File: src/rtl/count_req_arbiter.sv
// count_req_arbiter: round-robin arbiter sharing one up/down counter among NUM_REQ requesters.
// Define ARB_PRIO0_EN to give requester 0 absolute priority over the round robin.
module count_req_arbiter #(
  parameter int NUM_REQ = 4,
  parameter int DATA_W  = 8,
  parameter int ID_W    = 2
) (
  input  logic                      clk,
  input  logic                      reset,
  input  logic [NUM_REQ-1:0]        req_valid,
  input  logic [NUM_REQ-1:0]        req_dir,
  input  logic [NUM_REQ*DATA_W-1:0] req_val,
  output logic [NUM_REQ-1:0]        req_ready,
  output logic                      ctr_up_down,
  output logic [DATA_W-1:0]         ctr_add_val,
  input  logic [DATA_W-1:0]         ctr_count,
  output logic                      rsp_valid,
  output logic [ID_W-1:0]           rsp_id,
  output logic [DATA_W-1:0]         rsp_count,
  output logic                      busy
);
  logic [ID_W-1:0]   ptr_q, ptr_d, win, nxt, s1_id_q, s2_id_q;
  logic [ID_W:0]     idx;
  logic              found, gnt, s1_vld_q, s2_vld_q, s1_dir_q;
  logic [DATA_W-1:0] s1_val_q;
  always_comb begin
    found = 1'b0;
    win   = '0;
    idx   = '0;
    for (int o = 0; o < NUM_REQ; o++) begin
      idx = {1'b0, ptr_q} + (ID_W+1)'(o);
      idx = (idx >= (ID_W+1)'(NUM_REQ)) ? idx - (ID_W+1)'(NUM_REQ) : idx;
      if (!found && req_valid[idx[ID_W-1:0]]) begin
        found = 1'b1;
        win   = idx[ID_W-1:0];
      end
    end
`ifdef ARB_PRIO0_EN
    win   = req_valid[0] ? '0 : win;
    found = found | req_valid[0];
    gnt   = found && !reset;
    nxt   = (win == ID_W'(NUM_REQ-1)) ? '0 : win + 1'b1;
    ptr_d = (gnt && !req_valid[0]) ? nxt : ptr_q;
`else
    gnt   = found && !reset;
    nxt   = (win == ID_W'(NUM_REQ-1)) ? '0 : win + 1'b1;
    ptr_d = gnt ? nxt : ptr_q;
`endif
    req_ready = gnt ? (NUM_REQ'(1) << win) : '0;
  end
  always_ff @(posedge clk) begin
    if (reset) begin
      ptr_q    <= '0;
      s1_vld_q <= 1'b0;
      s1_dir_q <= 1'b0;
      s1_val_q <= '0;
      s1_id_q  <= '0;
      s2_vld_q <= 1'b0;
      s2_id_q  <= '0;
    end else begin
      ptr_q    <= ptr_d;
      s1_vld_q <= gnt;
      s1_dir_q <= gnt & req_dir[win];
      s1_val_q <= gnt ? req_val[win*DATA_W +: DATA_W] : '0;
      s1_id_q  <= gnt ? win : s1_id_q;
      s2_vld_q <= s1_vld_q;
      s2_id_q  <= s1_vld_q ? s1_id_q : s2_id_q;
    end
  end
  // idle stage 1 holds zero step so the counter keeps its value
  assign ctr_up_down = s1_dir_q;
  assign ctr_add_val = s1_val_q;
  assign rsp_valid   = s2_vld_q;
  assign rsp_id      = s2_id_q;
  assign rsp_count   = s2_vld_q ? ctr_count : '0;
  assign busy        = s1_vld_q | s2_vld_q;
endmodule
File: config.mk
export PLATFORM = sky130hd
export DESIGN_NAME = count_req_arbiter
export DESIGN_NICKNAME = d
export VERILOG_FILES = /design/src/rtl/count_req_arbiter.sv
export SDC_FILE = /design/constraint.sdc
export NUM_CORES = 1
export LEC_CHECK = 0
export ABC_AREA = 0
export ABC_CLOCK_PERIOD_IN_PS = 5350
export CORE_MARGIN = 2
export CORE_UTILIZATION = 34
export DETAILED_ROUTE_END_ITERATION = 8
export GPL_TIMING_DRIVEN = 0
export HOLD_SLACK_MARGIN = 0.05
export PLACE_DENSITY = 0.84
export SLEW_MARGIN = 20
export SYNTH_ARGS = -nofsm -noshare
export SYNTH_HDL_FRONTEND = slang
export SYNTH_SLANG_ARGS = --single-unit
File: constraint.sdc
create_clock -name clk -period 5.35 [get_ports clk]
set_input_delay 0.8025 -clock clk [delete_from_list [all_inputs] [get_ports clk]]
set_output_delay 0.8025 -clock clk [all_outputs]
set_load 0.01 [all_outputs]
==> run summary <==
HPWL Detailed = 2.12 mm
Top Ports = 75
row count = 18
YS warnings = 0
Worst Setup End Kind = output pin
CTS tree = yes
P_leak = 0.673 nW
total power = 0.000397 W
Setup Buffers After CTS = 0
most frequent cells in the layout = clkdlybuf4s50_1 (73), mux2i_1 (22), dfxtp_1 (17), o22ai_1 (10)
Post-Synth XOR/XNOR Area = 0%
Area growth syn-to-layout = 89.3%
synthesized net count = 143
synth top area cells = dfxtp_1 (38%), mux2i_1 (25%), o22ai_1 (7.0%)
worst hold-check path type = flop to flop
htree depth = 1
diode count = 0
pwr dens = 236 nW/um^2
WL final = 2.49 mm
Root Buffer = clkbuf_4
Post-Synth Simple-Gate Area = 20.2%
area leader, netlist = dfxtp_1
DIE HEIGHT = 55.2 um
most common cell after layout, fill and taps aside = clkdlybuf4s50_1
TritonRoute pass-1 iters = 4
MaxCap Viol Count = 0
post-layout util = 68.1%
crit-path max FO = 10
post-synthesis mux area share = 24.7%
ANT nets after route = 0
post-route minimum period = 3.82 ns
Final nets = 221
initial antenna violation count = 0
RSZ-0062 raised after global routing = false
combinational power share = 44.5%
DRT iter0 DRCs = 14
DR vias/cell = 4.96
Hold Fails Final Rpt = 0
Flop pwr share = 38.9%
Die Wd = 55.2 um
core area = 2480 um^2
Crit Path Class = primary input to output pin
synth unique cells = 21
final setup vio count = 0
critical path required time = 4.55 ns
run status = finished, final reports clean
Power Internal = 0.000279 W
VDD IR max = 161 uV
GR Overflow Total = 0
nature of the critical path startpoint = primary input
clock skew = 0.000485 ns
Hold Buf Count CTS = 0
complex-gate fraction of the synthesized area = 11.2%
dominant combinational cell family by area after synthesis = multiplexers
PnR worst setup slack = 1.53 ns
Pins Over Slew Limit = 0
syn_area_per_cell = 9.68 um^2
layout cells sized above 1 = 5.92%
post-place setup slack = 1.51 ns
Fin Hold WS = 0.468 ns
routed length per placed instance = 12.5 um
DRC viols = 0
CTS resizes = 0
Starting Density = 36.0%
Clock Tree Buf Depth = 2
All-Layer GR Usage = 16.5%
TritonCTS buffer count = 3
Post-Synth Adder-Cell Area = 1.40%
die area = 3050 um^2
IO buf count = 73
routability-driven placement congestion ratio = 0.701
WP data arrival = 3.02 ns
clock slew at reported path FFs = 0.10 ns
switching share of total power = 29.7%
Setup TNS = 0 ns
Psw = 0.000118 W
Slew @ Worst Pin = 0.418 ns
largest net degree at the start of global routing = 11
hold path depth = 2
Synth Cell Area = 891 um^2
Yosys top cell area share = 38.2%
vias in the first global route = 904
Tcrit/Tclk final = 71.4%
clock power share = 16.6%
worst-case reg-to-reg path depth = 7
relative slew slack = 72.1%
FF+latch count, synth = 17
clock sink count = 17
via count = 987
Clock Latency Late Sink = 0.28 ns
sequential-to-total area share from yosys stat = 38.2%
first-pass GRT wire length = 3.55 mm
Post-Synthesis Cells = 92
highest clock rate = 262 MHz
## Yosys cell counts
cell type  instances
buf_6              1
or2_2              1
dfxtp_1           17
nand2_1            4
and3_1             1
or3_1              1
ha_1               1
inv_1              2
clkbuf_1           1
nor3_4             1
nor2_1             9
and2_1             9
nor4_4             1
mux2i_1           22
nor2b_1            1
o22ai_1           10
nand2_2            1
buf_8              1
a21oi_1            6
o21a_1             1
nand2b_1           1
## path summary, 6_finish.rpt
kind / end / slack (ns) / startpoint
min reg2reg: s1_id_q[1] / 0.47 / s1_id_q[1]
max: req_ready[3] / 1.53 / req_valid[0]
min: s1_id_q[1] / 0.47 / s1_id_q[1]
max reg2reg: ptr_q[0] / 3.43 / ptr_q[1]
## state kept, by name, summed over array words and instances (netlist names)
register     count
ctr_add_val      8
ctr_up_down      1
ptr_q            2
rsp_id           2
rsp_valid        1
s1_id_q          2
s1_vld_q         1
## power groups by stage
stage	Combinational (W)	Sequential [W]	Clock, W
2_1_floorplan	0.0000821	0.000163	0
3_3_place_gp	0.000175	0.000157	0
3_5_place_dp	0.000178	0.000158	0
4_1_cts	0.000179	0.000155	0.0000678
5_1_grt	0.000192	0.000157	0.0000740
6_report	0.000177	0.000155	0.0000660
## cell type report
type	count	area, um^2
Buffer	3	30.0
Clock buffer	3	22.5
Clock inverter	1	5.00
Fill cell	202	791
Inverter	2	7.51
Multi-Input combinational cell	70	513
Sequential cell	17	340
Tap cell	30	37.5
Timing Repair Buffer	73	731
## metrics by stage
| stage | cells | cell area [um^2] |
|---|---|---|
| after global routing | 199 | 1690 |
| final | 199 | 1690 |
| after detailed placement | 195 | 1660 |
| after global placement | 195 | 1660 |
| after floorplan | 92 | 891 |
| after CTS | 199 | 1690 |
## kinds of logic after synthesis
group / count (synthesis)
fa+ha+maj: 1
buf+inv: 5
simple gates: 30
mux: 22
compound gates: 17
flops: 17
## layer usage
layer | GRT usage [%] | vias to the layer above | share of wire, %
li1 | - | 487 | -
met5 | 0 | - | 0
met1 | 16.9 | 434 | 36
met2 | 29.0 | 64 | 45
met3 | 7.80 | 2 | 18
met4 | 6.10 | 0 | 0.44
## worst max-delay path, cell delays in order
cell	delay (ns)
clkdlybuf4s50_1	0.52
mux2i_1	0.19
nor2_1	0.09
nor3_4	0.38
buf_6	0.22
ha_1	0.16
and2_1	0.12
clkdlybuf4s50_1	0.53
No activity file was read; power rests on OpenSTA's default activity.
